### src/rtl/if_id_pipe.sv
// if_id_pipe: fetch/decode pipeline register with a one-entry skid buffer.
// Carries {pc, inst} pairs in order, one per cycle. A decode stall never
// drops a fetched pair, and ready_o depends only on registered state.
// Optional build macro: IF_ID_PERF_EN adds saturating stall/flush counters.
//
// Handshake: a pair moves across an interface on a rising edge when its
// valid and ready are both high in that cycle. The upstream side holds
// pc_i/inst_i stable while valid_i && !ready_o. The downstream side sees
// pc_o/inst_o stable while valid_o && !ready_i (flush and reset excepted).
module if_id_pipe #(
  parameter int unsigned PC_W = 32,
  parameter int unsigned INST_W = 32,
  parameter logic [INST_W-1:0] NOP_INST = '0,
  parameter int unsigned CNT_W = 16
) (
  input  logic              clk_i,
  input  logic              rst_i,
  input  logic              flush_i,
  input  logic              valid_i,
  input  logic [PC_W-1:0]   pc_i,
  input  logic [INST_W-1:0] inst_i,
  output logic              ready_o,
  output logic              valid_o,
  output logic [PC_W-1:0]   pc_o,
  output logic [INST_W-1:0] inst_o,
  input  logic              ready_i
`ifdef IF_ID_PERF_EN
  ,
  output logic [CNT_W-1:0]  stall_cnt_o,
  output logic [CNT_W-1:0]  flush_cnt_o
`endif
);

  // Skid entry: holds the pair accepted while the output entry was stalled.
  // It is always older than anything still waiting at the input.
  logic              skid_v;
  logic [PC_W-1:0]   skid_pc;
  logic [INST_W-1:0] skid_inst;

  logic acc;
  logic con;

  // ready_o comes straight from a flop, so there is no path from ready_i.
  assign ready_o = !skid_v;
  assign acc     = valid_i && ready_o && !flush_i;
  assign con     = valid_o && ready_i;

  // Output and skid entries: flush, then refill/drain, then hold-and-absorb.
  always_ff @(posedge clk_i or posedge rst_i) begin
    if (rst_i) begin
      valid_o   <= 1'b0;
      pc_o      <= '0;
      inst_o    <= NOP_INST;
      skid_v    <= 1'b0;
      skid_pc   <= '0;
      skid_inst <= '0;
    end else if (flush_i) begin
      // Squash both entries and the incoming pair; pc_o keeps its last value.
      valid_o <= 1'b0;
      inst_o  <= NOP_INST;
      skid_v  <= 1'b0;
    end else if (!valid_o || con) begin
      if (skid_v) begin
        // Drain the older skid pair first to keep program order.
        valid_o <= 1'b1;
        pc_o    <= skid_pc;
        inst_o  <= skid_inst;
        if (acc) begin
          skid_pc   <= pc_i;
          skid_inst <= inst_i;
        end else begin
          skid_v <= 1'b0;
        end
      end else if (acc) begin
        valid_o <= 1'b1;
        pc_o    <= pc_i;
        inst_o  <= inst_i;
      end else begin
        // Bubble: present a NOP and keep the last PC for debug visibility.
        valid_o <= 1'b0;
        inst_o  <= NOP_INST;
      end
    end else if (acc) begin
      // Output is stalled; absorb the one in-flight pair into the skid.
      skid_v    <= 1'b1;
      skid_pc   <= pc_i;
      skid_inst <= inst_i;
    end
  end

`ifdef IF_ID_PERF_EN
  localparam logic [CNT_W-1:0] CNT_MAX = '1;

  // Saturating counters for stalled cycles and flushes that squash something.
  always_ff @(posedge clk_i or posedge rst_i) begin
    if (rst_i) begin
      stall_cnt_o <= '0;
      flush_cnt_o <= '0;
    end else begin
      if (valid_o && !ready_i && (stall_cnt_o != CNT_MAX)) begin
        stall_cnt_o <= stall_cnt_o + 1'b1;
      end
      if (flush_i && (valid_o || skid_v || valid_i) && (flush_cnt_o != CNT_MAX)) begin
        flush_cnt_o <= flush_cnt_o + 1'b1;
      end
    end
  end
`endif

endmodule

### config.mk
export PLATFORM = sky130hd
export DESIGN_NAME = if_id_pipe
export DESIGN_NICKNAME = d
export VERILOG_FILES = /design/src/rtl/if_id_pipe.sv
export SDC_FILE = /design/constraint.sdc
export NUM_CORES = 1
export LEC_CHECK = 0
export BUFFER_PORTS_ARGS = -buffer_cell sky130_fd_sc_hd__buf_2
export CORE_MARGIN = 5
export CORE_UTILIZATION = 40
export CTS_CLUSTER_DIAMETER = 50
export DETAILED_ROUTE_END_ITERATION = 8
export GPL_TIMING_DRIVEN = 1
export SLEW_MARGIN = 20
export SYNTH_ARGS = -nofsm -noshare
export SYNTH_HDL_FRONTEND = slang
export SYNTH_SLANG_ARGS = --single-unit
### constraint.sdc
create_clock -name clk_i -period 11.5 [get_ports clk_i]
set_input_delay 1.15 -clock clk_i [delete_from_list [all_inputs] [get_ports clk_i]]
set_output_delay 1.15 -clock clk_i [all_outputs]
set_load 0.01 [all_outputs]
==> results.json, run 1 <==
{
  "gr-usage-met2_pct": 22.3,
  "initial_core_util_pct": 40.9,
  "syn_inst": 358,
  "final_area_um2": 6880,
  "final-hold-violation-count": 0,
  "finalClockSkew_ns": 0.00472,
  "worstPathArrival_ns": 3.35,
  "grt_antenna_before_repair": 0,
  "setup_tns_ns": 0,
  "place_area_um2": 6300,
  "p_leak_nw": 3.33,
  "use_met1_pct": 20.2,
  "cts_tree": "built",
  "coreArea_um2": 13300,
  "wl_per_cell_um": 17.0,
  "max_cap_violations": 0,
  "dpl.hpwl_um": 7430,
  "diodes": 0,
  "fp.dieW_um": 127,
  "crit_path_start": "flush_i",
  "setup_viol": 0,
  "p_total_mw": 1.28,
  "layout-drive-gt1-share_pct": 48.4,
  "grt_pass1_vias": 3572,
  "tightest_slew_ns": 0.965,
  "vias": 3502,
  "cts_root_buf": "clkbuf_16",
  "fin_crit_ns": 3.06,
  "synth_area_um2": 5440,
  "grt_max_degree": 82,
  "yosys_warnings": 0,
  "synth_cell_types": 14,
  "htreeDepth": 4,
  "slowest_delay_ns": 0.77,
  "io_buffer_count": 134,
  "rr_startpoint": "valid_o",
  "place.gp.congestion": 0.704,
  "clkSinkCount": 130,
  "p_per_area_nw_per_um2": 186,
  "rr_endpoint": "skid_pc[16]",
  "outcome": "finished clean",
  "path_depth": 5,
  "rsz0062_at_grt": "no",
  "cp-end-kind": "flop",
  "area_delta_synth_final_pct": 26.3,
  "slowest_stage": "nand3_4",
  "maxSlewViolCount": 0,
  "path_delay_family": "simple AND/OR/NAND/NOR gates",
  "path_max_fanout": 64,
  "crit_path_start_kind": "primary input",
  "grt_usage_pct": 15.0,
  "yosysMostFrequentCell": "dfrtp_1",
  "cts_resized": 0,
  "numCtsBuffers": 17,
  "drtPass1Iterations": 4,
  "synth_edf_count": 0,
  "drtIter0Drc": 185,
  "grt_pass1_wl_um": 18800,
  "seq_area_frac_synth_pct": 59.8,
  "ios": 135,
  "grt_overflow": 0,
  "ir_drop_uv": 99.6,
  "gr-usage-met3_pct": 5.25,
  "cts_buffer_depth": 2,
  "path_cells": "buf_2 -> nor3b_4 -> buf_4 -> nand3_4 -> mux2_1",
  "die_h_um": 127,
  "die_area_um2": 16000,
  "gr-max-usage-layer": "met2",
  "synth_nets": 427,
  "post_cts_buffers": 0,
  "final_nets": 561,
  "synth_ff_type": "dfrtp_1",
  "relSlewSlack_pct": 35.7,
  "postRouteAntennaNets": 0,
  "clkTransAtPathRegs_ns": 0.05,
  "synth_top_area_share_pct": 59.8,
  "ys_ff_latch": 130,
  "clk_latency_ns": 0.41,
  "synth_common_cells": "dfrtp_1, mux2_2, a22o_1",
  "vias_per_cell": 5.15,
  "row_count": 42,
  "period_share_pct": 26.6,
  "fill_cells": 1139,
  "synth_top_cell_by_area": "dfrtp_1",
  "hold_buffers": 0,
  "rrSetupSlack_ns": 8.94,
  "drt_wl_total_um": 11600,
  "worst-path-buf-inv": 2,
  "syn_avg_cell_area_um2": 15.2,
  "max_freq_mhz": 326,
  "drt_drc_violations_left": 0,
  "hold_slack_ns": 0.485,
  "r2r_cells": 4,
  "worstPathRequired_ns": 11.79,
  "hp-class": "flop to flop",
  "async_flop_share_pct": 100,
  "critPathKind": "primary input to flop",
  "synthTopCellsByArea": "dfrtp_1, mux2_2, mux2_1",
  "endpoint": "skid_pc[16]"
}
## metal layers
layer / share of wire [%] / wire length, um
met1: 46 / 5300
met2: 46 / 5310
met3: 6.8 / 784
met4: 1.6 / 183
met5: 0 / 0
## cells by family (layout without fill, tap and decap cells)
logic type      count (synthesis)  count (layout)  share of synthesized area, %
buf+inv                        27             173                          2.14
mux                           128             128                          26.5
simple gates                    9               9                          1.33
flops                         130             130                          59.8
compound gates                 64              64                          10.3
## worst min-delay path by stage
stage,startpoint,end,slack [ns],depth (start not counted)
floorplan,skid_pc[0],skid_pc[0],0.46,1
global placement,skid_pc[12],skid_pc[12],0.47,1
detailed placement,skid_pc[31],skid_pc[31],0.48,1
CTS,skid_pc[31],skid_pc[31],0.49,1
global route,skid_pc[12],skid_pc[12],0.50,1
finish,skid_pc[31],skid_pc[31],0.48,1
## report_power, final
part | total [mW] | internal [mW] | switching, mW
registers | 0.592 | 0.549 | 0.0438
logic | 0.172 | 0.0949 | 0.0770
clock network | 0.518 | 0.335 | 0.183
## final cells by class
type / instances / area (um2) / area share (%)
multi-input cells: 201 / 2100 / 30.5
well taps: 176 / 220 / 3.20
inverters: 2 / 10.0 / 0.146
repair buffers: 140 / 719 / 10.5
clock inverters: 4 / 45.0 / 0.655
flip-flops and latches: 130 / 3250 / 47.3
clock buffers: 27 / 533 / 7.75
## through the flow
stage                     utilization (%)  setup slack, ns  instances
final                                51.7             8.44        680
after global routing                 51.7             8.29        680
after CTS                            51.7             8.40        680
after detailed placement             47.4             7.97        649
after global placement               47.4             8.01        649
after floorplan                         -             6.88        358
## placed cells by master (no fill, tap or decap)
cell type,netlist,final
buf_6,0,1
nor2_2,0,1
a22o_1,64,64
mux2_2,68,68
clkbuf_1,13,3
bufinv_16,0,1
nor3_4,0,1
nor3b_4,1,1
nor3b_2,0,1
clkbuf_8,0,7
or2_2,1,1
inv_1,2,1
nand3_4,0,1
clkbuf_16,0,17
dfrtp_2,0,1
buf_4,0,5
clkinv_2,0,3
dfrtp_1,130,129
nor2_1,2,1
nor2b_1,2,2
inv_4,0,1
buf_2,12,134
mux2_1,60,60
## sequential cells by signal, indices dropped and copies added, names as in the netlist
| signal | cells |
|---|---|
| inst_o | 32 |
| skid_inst | 32 |
| skid_v | 1 |
| pc_o | 32 |
| valid_o | 1 |
| skid_pc | 32 |
## worst register-to-register path, cell delays in order (launching register included)
cell and delay [ns]:
dfrtp_1 0.39, nor3b_4 0.20, buf_4 0.40, nand3_4 0.77
mux2_1 0.68
Power figures use the tool's default switching activity.
==> inputs of run 2 (changes only) <==
Clock period 11.5 ns to 3.2 ns, I/O delays scaled along.
==> results.json, run 2 (synthesis results as in run 1) <==
{
  "place.gp.congestion": 0.703,
  "numPlacedInstances": 651,
  "p_total_mw": 4.69,
  "grt_usage_pct": 15.1,
  "grt_pass1_wl_um": 19100,
  "crit_path_start_kind": "flop",
  "dpl.hpwl_um": 7740,
  "endpoint": "skid_pc[9]",
  "drt_drc_violations_left": 0,
  "final_cell_mix": "buf_2, dfrtp_1, mux2_2",
  "io_buffer_count": 134,
  "period_share_pct": 67.6,
  "finalClockSkew_ns": 0.00636,
  "worstPathArrival_ns": 2.45,
  "ios": 135,
  "path_max_fanout": 64,
  "numCtsBuffers": 17,
  "critPathKind": "flop to flop",
  "vias": 3501,
  "tightest_slew_ns": 0.985,
  "drtPass1Iterations": 4,
  "hold_buffers": 0,
  "rr_startpoint": "valid_o",
  "final-hold-violation-count": 0,
  "cts_buffer_depth": 2,
  "grt_max_degree": 69,
  "vias_per_cell": 5.13,
  "worstPathRequired_ns": 3.48,
  "maxSlewViolCount": 0,
  "clk_latency_ns": 0.41,
  "diodes": 0,
  "place_area_um2": 6320,
  "cts_tree": "built",
  "grt_antenna_before_repair": 0,
  "wl_per_cell_um": 17.1,
  "relSlewSlack_pct": 34.3,
  "clkTransAtPathRegs_ns": 0.06,
  "cts_root_buf": "clkbuf_16",
  "hp-class": "primary input to async pin",
  "final_common_cell": "buf_2",
  "final_area_um2": 6920,
  "rrSetupSlack_ns": 1.04,
  "layout-drive-gt1-share_pct": 48.9,
  "final_cells": 683,
  "postRouteAntennaNets": 0,
  "drtIter0Drc": 157,
  "hold_slack_ns": 0.0121,
  "post-route-util_pct": 52.1,
  "row_count": 42,
  "drt_wl_total_um": 11700,
  "max_freq_mhz": 462,
  "area_delta_synth_final_pct": 27.1,
  "htreeDepth": 4,
  "crit_path_start": "valid_o",
  "r2r_cells": 3,
  "setup_ws_ns": 1.04,
  "clkSinkCount": 130,
  "grt_pass1_vias": 3662,
  "initial_core_util_pct": 40.9,
  "ir_drop_uv": 452,
  "coreArea_um2": 13300,
  "p_leak_nw": 3.34,
  "fp.dieW_um": 127,
  "p_per_area_nw_per_um2": 678,
  "rr_endpoint": "skid_pc[9]",
  "setup_viol": 0,
  "die_area_um2": 16000,
  "cts_resized": 0,
  "setup_tns_ns": 0,
  "fin_crit_ns": 2.16,
  "post_cts_buffers": 0,
  "grt_overflow": 0,
  "final_nets": 563,
  "rsz0062_at_grt": "no",
  "outcome": "finished clean",
  "cp-end-kind": "flop",
  "pre_cts_slack_ns": 0.891,
  "max_cap_violations": 0,
  "die_h_um": 127
}
## run 2: cell types whose count changed in the layout (fill, tap and decap cells not counted), sizes merged
cell / change
buf: +2
bufinv: +2
clkbuf: -6
clkinv: +3
clkinvlp: +3
inv: -1
## run 2: routing by layer
metal | GRT usage (%) | wire (um) | part of all wire, % | vias to the layer above
met2 | 23.0 | 5540 | 47 | 104
met4 | 4.73 | 100 | 0.85 | 0
li1 | - | - | - | 1618
met5 | 0 | 0 | 0 | -
met3 | 7.06 | 923 | 7.9 | 10
met1 | 19.3 | 5140 | 44 | 1769
## run 2: power by group
group / internal [mW] / switching [mW]
registers: 1.97 / 0.157
clock network: 1.26 / 0.690
logic: 0.343 / 0.277
total: 3.57 / 1.12
## run 2: worst min path at each step
stage	from	to	slack [ns]	cells after the start
2_1_floorplan	inst_i[10]	skid_inst[10]	0.45	1
3_3_place_gp	rst_i	skid_inst[28]	0.46	2
3_5_place_dp	rst_i	inst_o[28]	0.46	2
4_1_cts	rst_i	inst_o[27]	0.02	2
5_1_grt	rst_i	inst_o[28]	0.06	2
6_report	rst_i	inst_o[25]	0.01	2
## run 2: cell type report
type	count	area, um2
inverters	2	11.3
well taps	176	220
fillers	1155	6370
repair buffers	142	743
flip-flops and latches	130	3250
clock inverters	11	135
multi-input cells	201	2100
clock buffers	21	460
## run 2: worst max-delay path, stage by stage, from the launching register on
cell and delay (ns):
dfrtp_1 0.38, nor3b_4 0.25, nand3_4 0.76, mux2_1 0.63
